<file path="config.mk">
export PLATFORM = sky130hd
export DESIGN_NAME = wdg_conditioner
export DESIGN_NICKNAME = d
export VERILOG_FILES = /design/src/rtl/wdg_conditioner.sv
export SDC_FILE = /design/constraint.sdc
export NUM_CORES = 1
export LEC_CHECK = 0
export ABC_AREA = 1
export CORE_MARGIN = 2
export CORE_UTILIZATION = 35
export DETAILED_ROUTE_END_ITERATION = 12
export PLACE_DENSITY = 0.54
export SLEW_MARGIN = 20
export SYNTH_ARGS = -nofsm -noshare
export SYNTH_HDL_FRONTEND = slang
export SYNTH_SLANG_ARGS = --single-unit
export TNS_END_PERCENT = 100
</file>
<file path="constraint.sdc">
create_clock -name clk -period 1.6 [get_ports clk]
set_input_delay 0.32 -clock clk [delete_from_list [all_inputs] [get_ports clk]]
set_output_delay 0.32 -clock clk [all_outputs]
set_load 0.005 [all_outputs]
</file>
<file path="src/rtl/wdg_conditioner.sv">
// ---------------------------------------------------------------------------
// wdg_conditioner
//
// Front end of the watchdog path. The asynchronous kick line is brought into
// the clock domain through a two-flop synchroniser, then debounced on a slow
// periodic strobe. The block delivers the clean kick level (wdg) and that
// strobe (pulso), which the watchdog uses to qualify wdg. It also flags
// debounced kick edges and can count rejected glitches.
//
// Parameters:
//   TICK_DIV       clocks per pulso strobe (>= 2)
//   DEBOUNCE_TICKS consecutive disagreeing strobe samples needed to toggle wdg (>= 1)
//
// Ports:
//   clk        in   system clock; all logic on its rising edge
//   reset      in   synchronous, active-high; clears all state
//   wdg_raw    in   asynchronous kick line from the supervised processor
//   wdg        out  debounced kick level
//   pulso      out  one-cycle strobe every TICK_DIV clocks
//   kick_rise  out  one-cycle pulse when wdg goes 0->1
//   kick_fall  out  one-cycle pulse when wdg goes 1->0
//   glitch_cnt out  saturating count of rejected glitches
//
// Build option:
//   WDG_GLITCH_CNT_EN  when defined, the glitch counter is built. When it is
//                      not defined, glitch_cnt is tied to zero.
// ---------------------------------------------------------------------------
module wdg_conditioner #(
    parameter int TICK_DIV       = 50000,
    parameter int DEBOUNCE_TICKS = 4
) (
    input  logic       clk,
    input  logic       reset,
    input  logic       wdg_raw,
    output logic       wdg,
    output logic       pulso,
    output logic       kick_rise,
    output logic       kick_fall,
    output logic [7:0] glitch_cnt
);

    localparam int PW = $clog2(TICK_DIV);
    localparam int DW = $clog2(DEBOUNCE_TICKS) + 1;

    localparam logic [PW-1:0] PS_LAST = PW'(TICK_DIV - 1);
    // pulso is registered, so it is set one count early. It is then high
    // in the same cycle in which the prescaler holds TICK_DIV-1.
    localparam logic [PW-1:0] PS_PRE  = PW'(TICK_DIV - 2);
    localparam logic [DW-1:0] DC_LAST = DW'(DEBOUNCE_TICKS - 1);

    // Synchroniser
    logic s1_q, s2_q;

    // Prescaler
    logic [PW-1:0] ps_q, ps_d;
    logic          pulso_q, pulso_d;

    // Debounce
    logic [DW-1:0] dcnt_q, dcnt_d;
    logic          wdg_q, wdg_d;
    logic          rise_q, rise_d;
    logic          fall_q, fall_d;

    always_comb begin
        ps_d    = (ps_q == PS_LAST) ? '0 : ps_q + PW'(1);
        pulso_d = (ps_q == PS_PRE);
    end

    // The debounce decision is taken only in a strobe cycle. Between strobes,
    // wdg and dcnt hold their values.
    always_comb begin
        wdg_d  = wdg_q;
        dcnt_d = dcnt_q;
        rise_d = 1'b0;
        fall_d = 1'b0;
        if (pulso_q) begin
            if (s2_q != wdg_q) begin
                if (dcnt_q == DC_LAST) begin
                    wdg_d  = s2_q;
                    dcnt_d = '0;
                    rise_d = s2_q;
                    fall_d = ~s2_q;
                end else begin
                    dcnt_d = dcnt_q + DW'(1);
                end
            end else if (dcnt_q != '0) begin
                // The line agreed with wdg again before the run completed.
                dcnt_d = '0;
            end
        end
    end

    always_ff @(posedge clk) begin
        if (reset) begin
            s1_q    <= 1'b0;
            s2_q    <= 1'b0;
            ps_q    <= '0;
            pulso_q <= 1'b0;
            dcnt_q  <= '0;
            wdg_q   <= 1'b0;
            rise_q  <= 1'b0;
            fall_q  <= 1'b0;
        end else begin
            s1_q    <= wdg_raw;
            s2_q    <= s1_q;
            ps_q    <= ps_d;
            pulso_q <= pulso_d;
            dcnt_q  <= dcnt_d;
            wdg_q   <= wdg_d;
            rise_q  <= rise_d;
            fall_q  <= fall_d;
        end
    end

`ifdef WDG_GLITCH_CNT_EN
    // A glitch is an aborted run: a strobe sample that agrees with wdg
    // while a disagreeing run is in progress.
    logic       glitch_ev;
    logic [7:0] glitch_q, glitch_d;

    assign glitch_ev = pulso_q && (s2_q == wdg_q) && (dcnt_q != '0);

    always_comb begin
        glitch_d = glitch_q;
        if (glitch_ev && (glitch_q != 8'hFF)) begin
            glitch_d = glitch_q + 8'd1;
        end
    end

    always_ff @(posedge clk) begin
        if (reset) begin
            glitch_q <= 8'd0;
        end else begin
            glitch_q <= glitch_d;
        end
    end

    assign glitch_cnt = glitch_q;
`else
    assign glitch_cnt = 8'd0;
`endif

    assign wdg       = wdg_q;
    assign pulso     = pulso_q;
    assign kick_rise = rise_q;
    assign kick_fall = fall_q;

endmodule
</file>
* After elaboration in Yosys (flattened, before gate mapping)
Index checks and enable logic that the tools add are counted.
** Word-level totals
- Input bits :: 3
- Word-level logic and storage cells :: 27
- Output and inout port bits :: 12
- Bits in registers :: 25
** Operators by class
- Muxes and demuxes :: 3
- Equal/unequal tests :: 4
- Add/subtract/negate cells :: 2
- Bitwise operators :: 4
- Reduce and logical (&&, ||, !) cells :: 6
** Operators with widths (count)
- $eq 16x16->1 const B :: 2
- $add 16x1->16 const B :: 1
- $mux 3 :: 3
- $not 1->1 :: 4
- $reduce_or 4->1 :: 1
- $add 3x1->3 const B :: 1
- $eq 3x2->1 const B :: 1
- $reduce_and 3->1 :: 1
- $reduce_bool 3->1 :: 1
- $reduce_and 2->1 :: 1
- $reduce_bool 2->1 :: 1
- $reduce_or 2->1 :: 1
- $ne 1x1->1 :: 1

* Logic depth before layout (Yosys ltp)
- Depth in word-level cells :: 3
- Mapped depth :: 8

* Worst setup path after synthesis
No wires, ideal clock.
- Path type :: reg-to-reg
- Start :: register ps_q[1]
- End :: register ps_q[12]
- Stages on the path, launching flop included :: 8
- Data required time :: 1483 ps
- Setup time :: 117 ps
- Period minus slack after synthesis :: 1241 ps
- Slack :: 359 ps
- Arrival :: 1124 ps
- Buffers on the path :: 1
- Cells stage by stage :: dfxtp_1 -> ha_1 -> nand3_2 -> nor2_1 -> nand2_1 -> nand2_4 -> buf_6 -> a21oi_1
** Between the ends
- Word-level cells in the longest chain between the ends :: 2
- Elaborated cells between the ends (all ways) :: 3
- Classes of those cells :: 1 x add/sub; 1 x eq/ne; 1 x reduce/logical
** Ends and longest elaborated chain
- start, declared :: RTL line 55 : logic [PW-1:0] ps_q, ps_d;
- start signal, assigned :: RTL line 106 : ps_q <= ps_d;
- parallel branches: the longest is 2 deep, another holds $add 16x1->16
Parallel ways; which one is timed is not known.
A chain may end at the register's enable or synchronous reset.

* Worst setup path in the final report
- Start :: register pulso_q (netlist: pulso)
- End :: output port pulso
** RTL lines
- start, declared :: RTL line 56 : logic pulso_q, pulso_d;
- start signal, assigned :: RTL line 107 : pulso_q <= pulso_d;
- end, declared :: RTL line 36 : output logic pulso,
No word-level cell between the ends.

==> impl_metrics.toml <==
[grt]
grt_pass1_wl_um = 4220
gr-usage-all-layers_pct = 12.9
grt_pass1_vias = 1000
overflow = 0
antenna_found_initial = 0
grt_max_degree = 17

[pwr]
p_sw_mw = 0.219
p_total_mw = 0.964
pwr-share-seq_pct = 66.6
p_int_mw = 0.745
switching_share_pct = 22.7
power_density_nw_per_um2 = 703
clock_power_share_pct = 29.2
comb_power_share_pct = 4.2
vdd_ir_drop_max_v = 0.000212
p_leak_nw = 0.540

[critical_path]
worst_setup_path_end_kind = "output pin"
path_cells = "clkdlybuf4s50_1"
slowest_stage = "clkdlybuf4s50_1"
r2r_start = "ps_q[1]"
required_ns = 1.28
cp.arrival_ns = 1.17
cp_top_family = "buffers and inverters"
path_buf_inv = 1
critical-path-max-stage-delay_ns = 0.50
startpoint_type = "flip-flop"
crit_start = "pulso"
critical_path.max_fanout = 4
critPathKind = "reg -> out"

[timing]
hold_viol = 0
fin_ws_ns = 0.108
finalClockSkew_ns = 0.0144
rsz0062_at_grt = "false"
setup_viol = 0
final.period_utilization_pct = 93.3
setup_tns_ns = 0
maxSlewViolCount = 0
layout_min_cycle_time_ns = 1.49
clock.fmax_mhz = 670

[clock_tree]
h-tree-depth = 1
cts.path.max_buffers = 2
cts_tree = "yes"
post_cts_resized = 0
post-cts-setup-buffer-count = 0
cts-root-buf = "clkbuf_4"
clk_pin_slew_ns = 0.13
cts_hold_repair.buffers = 0
insertion_delay_ns = 0.31
cts.sinks = 25
cts_made_buffers = 3

[floorplanning]
die_height_um = 64.1
ios = 15
die_area_um2 = 4100
initial_utilization_pct = 37.2
die_width_um = 64.1
coreArea_um2 = 3390
rows = 21

[layout]
area_growth_pct = 8.62
layout_common_cells = "nand2_1 (41), nor2_1 (27), inv_1 (25)"
drive_above_1_share_pct = 6.99
antenna_cells = 0
nNetsFinal = 194
layout_commonest_cell = "nand2_1"

[run_status]
status = "finished clean"

[worst_hold_path]
min_path_type = "reg -> reg"
hold_start = "s1_q"

[place]
io_buffers = 6
hpwl_um = 1830
routabilityCongestion = 0.728
pre_cts_ws_ns = 0.117

[route]
antenna_left = 0
drc = 0
routed_via_density = 4.53
num_vias = 1050
drt-total-wl_um = 2250
wl_per_cell_um = 9.71
dr.first_iter.drc_count = 41
dr.pass1.iters = 4

[synth]
ys_seq_area_share_pct = 39.6
ys_ff_latch = 25
syn_area_um2 = 1260
ys_types = 21
avgSynthCellArea_um2 = 7.13
syn_inst = 177
yosys_warnings = 0

[run]
cap_viol_max_count = 0
==> final timing paths <==
| kind | to | slack [ns] | cells after the start |
|---|---|---|---|
| max reg2reg | ps_q[14] | 0.24 | 6 |
| min reg2reg | s2_q | 0.43 | 2 |
| min | s2_q | 0.43 | 2 |
| max | pulso | 0.11 | 1 |
==> power by group through the flow <==
| stage | registers, mW | clock network, mW | logic, mW |
|---|---|---|---|
| 2_1_floorplan | 0.653 | 0 | 0.0439 |
| 3_3_place_gp | 0.654 | 0 | 0.0406 |
| 3_5_place_dp | 0.656 | 0 | 0.0413 |
| 4_1_cts | 0.642 | 0.299 | 0.0416 |
| 5_1_grt | 0.644 | 0.339 | 0.0475 |
| 6_report | 0.642 | 0.281 | 0.0407 |
==> sequential cells by signal, summed over array words and instances (netlist names) <==
register / count
ps_q: 16
dcnt_q: 3
kick_fall: 1
kick_rise: 1
pulso: 1
s1_q: 1
s2_q: 1
wdg: 1
==> kinds of logic (layout without fill, tap and decap cells) <==
| logic type | count (synthesis) | count (layout) | synth area share (%) |
|---|---|---|---|
| AOI/OAI and AO/OA | 15 | 15 | 5.95 |
| xor gates and xnor gates | 5 | 5 | 3.47 |
| adders and majority gates | 4 | 4 | 3.96 |
| buffers and inverters | 34 | 36 | 13.1 |
| DFF | 25 | 25 | 39.6 |
| other | 1 | 8 | 0.297 |
| and+or+nand+nor | 93 | 93 | 33.6 |
==> final cells by class <==
class                      count  area [um^2]
clock buffer                   4         26.3
fill                         374         2020
inverter                      25         93.8
multi-input combinational    125          623
sequential                    25          503
tap                           46         57.6
timing repair buffer           7         67.6
==> stage by stage <==
step / utilization (%) / std cells / hold slack, ns / area (um^2)
2_1_floorplan: - / 184 / 0.388 / 1290
3_3_place_gp: 39.6 / 228 / 0.396 / 1340
3_5_place_dp: 39.6 / 228 / 0.414 / 1340
4_1_cts: 40.4 / 232 / 0.435 / 1370
5_1_grt: 40.5 / 232 / 0.445 / 1370
6_report: 40.5 / 232 / 0.432 / 1370
==> synth_stat cells, drive strengths merged <==
cell / n / area [um^2]
nor2: 30 / 130
conb: 1 / 3.75
nand3: 12 / 70.1
nand4: 5 / 31.3
nor4: 1 / 6.26
inv: 25 / 93.8
or2: 1 / 6.26
nand2: 42 / 165
nand3b: 2 / 15.0
xor2: 2 / 17.5
a21oi: 10 / 50.1
ha: 4 / 50.1
dfxtp: 25 / 500
xnor2: 3 / 26.3
buf: 9 / 71.3
o21ai: 5 / 25.0
==> layer usage <==
metal	vias to the layer above	global-route usage [%]	wire, um
li1	555	-	-
met1	475	16.2	1000
met2	18	22.5	1160
met3	2	2.64	70
met4	0	3.26	20
met5	-	0	0
Power figures use the tool's default switching activity.
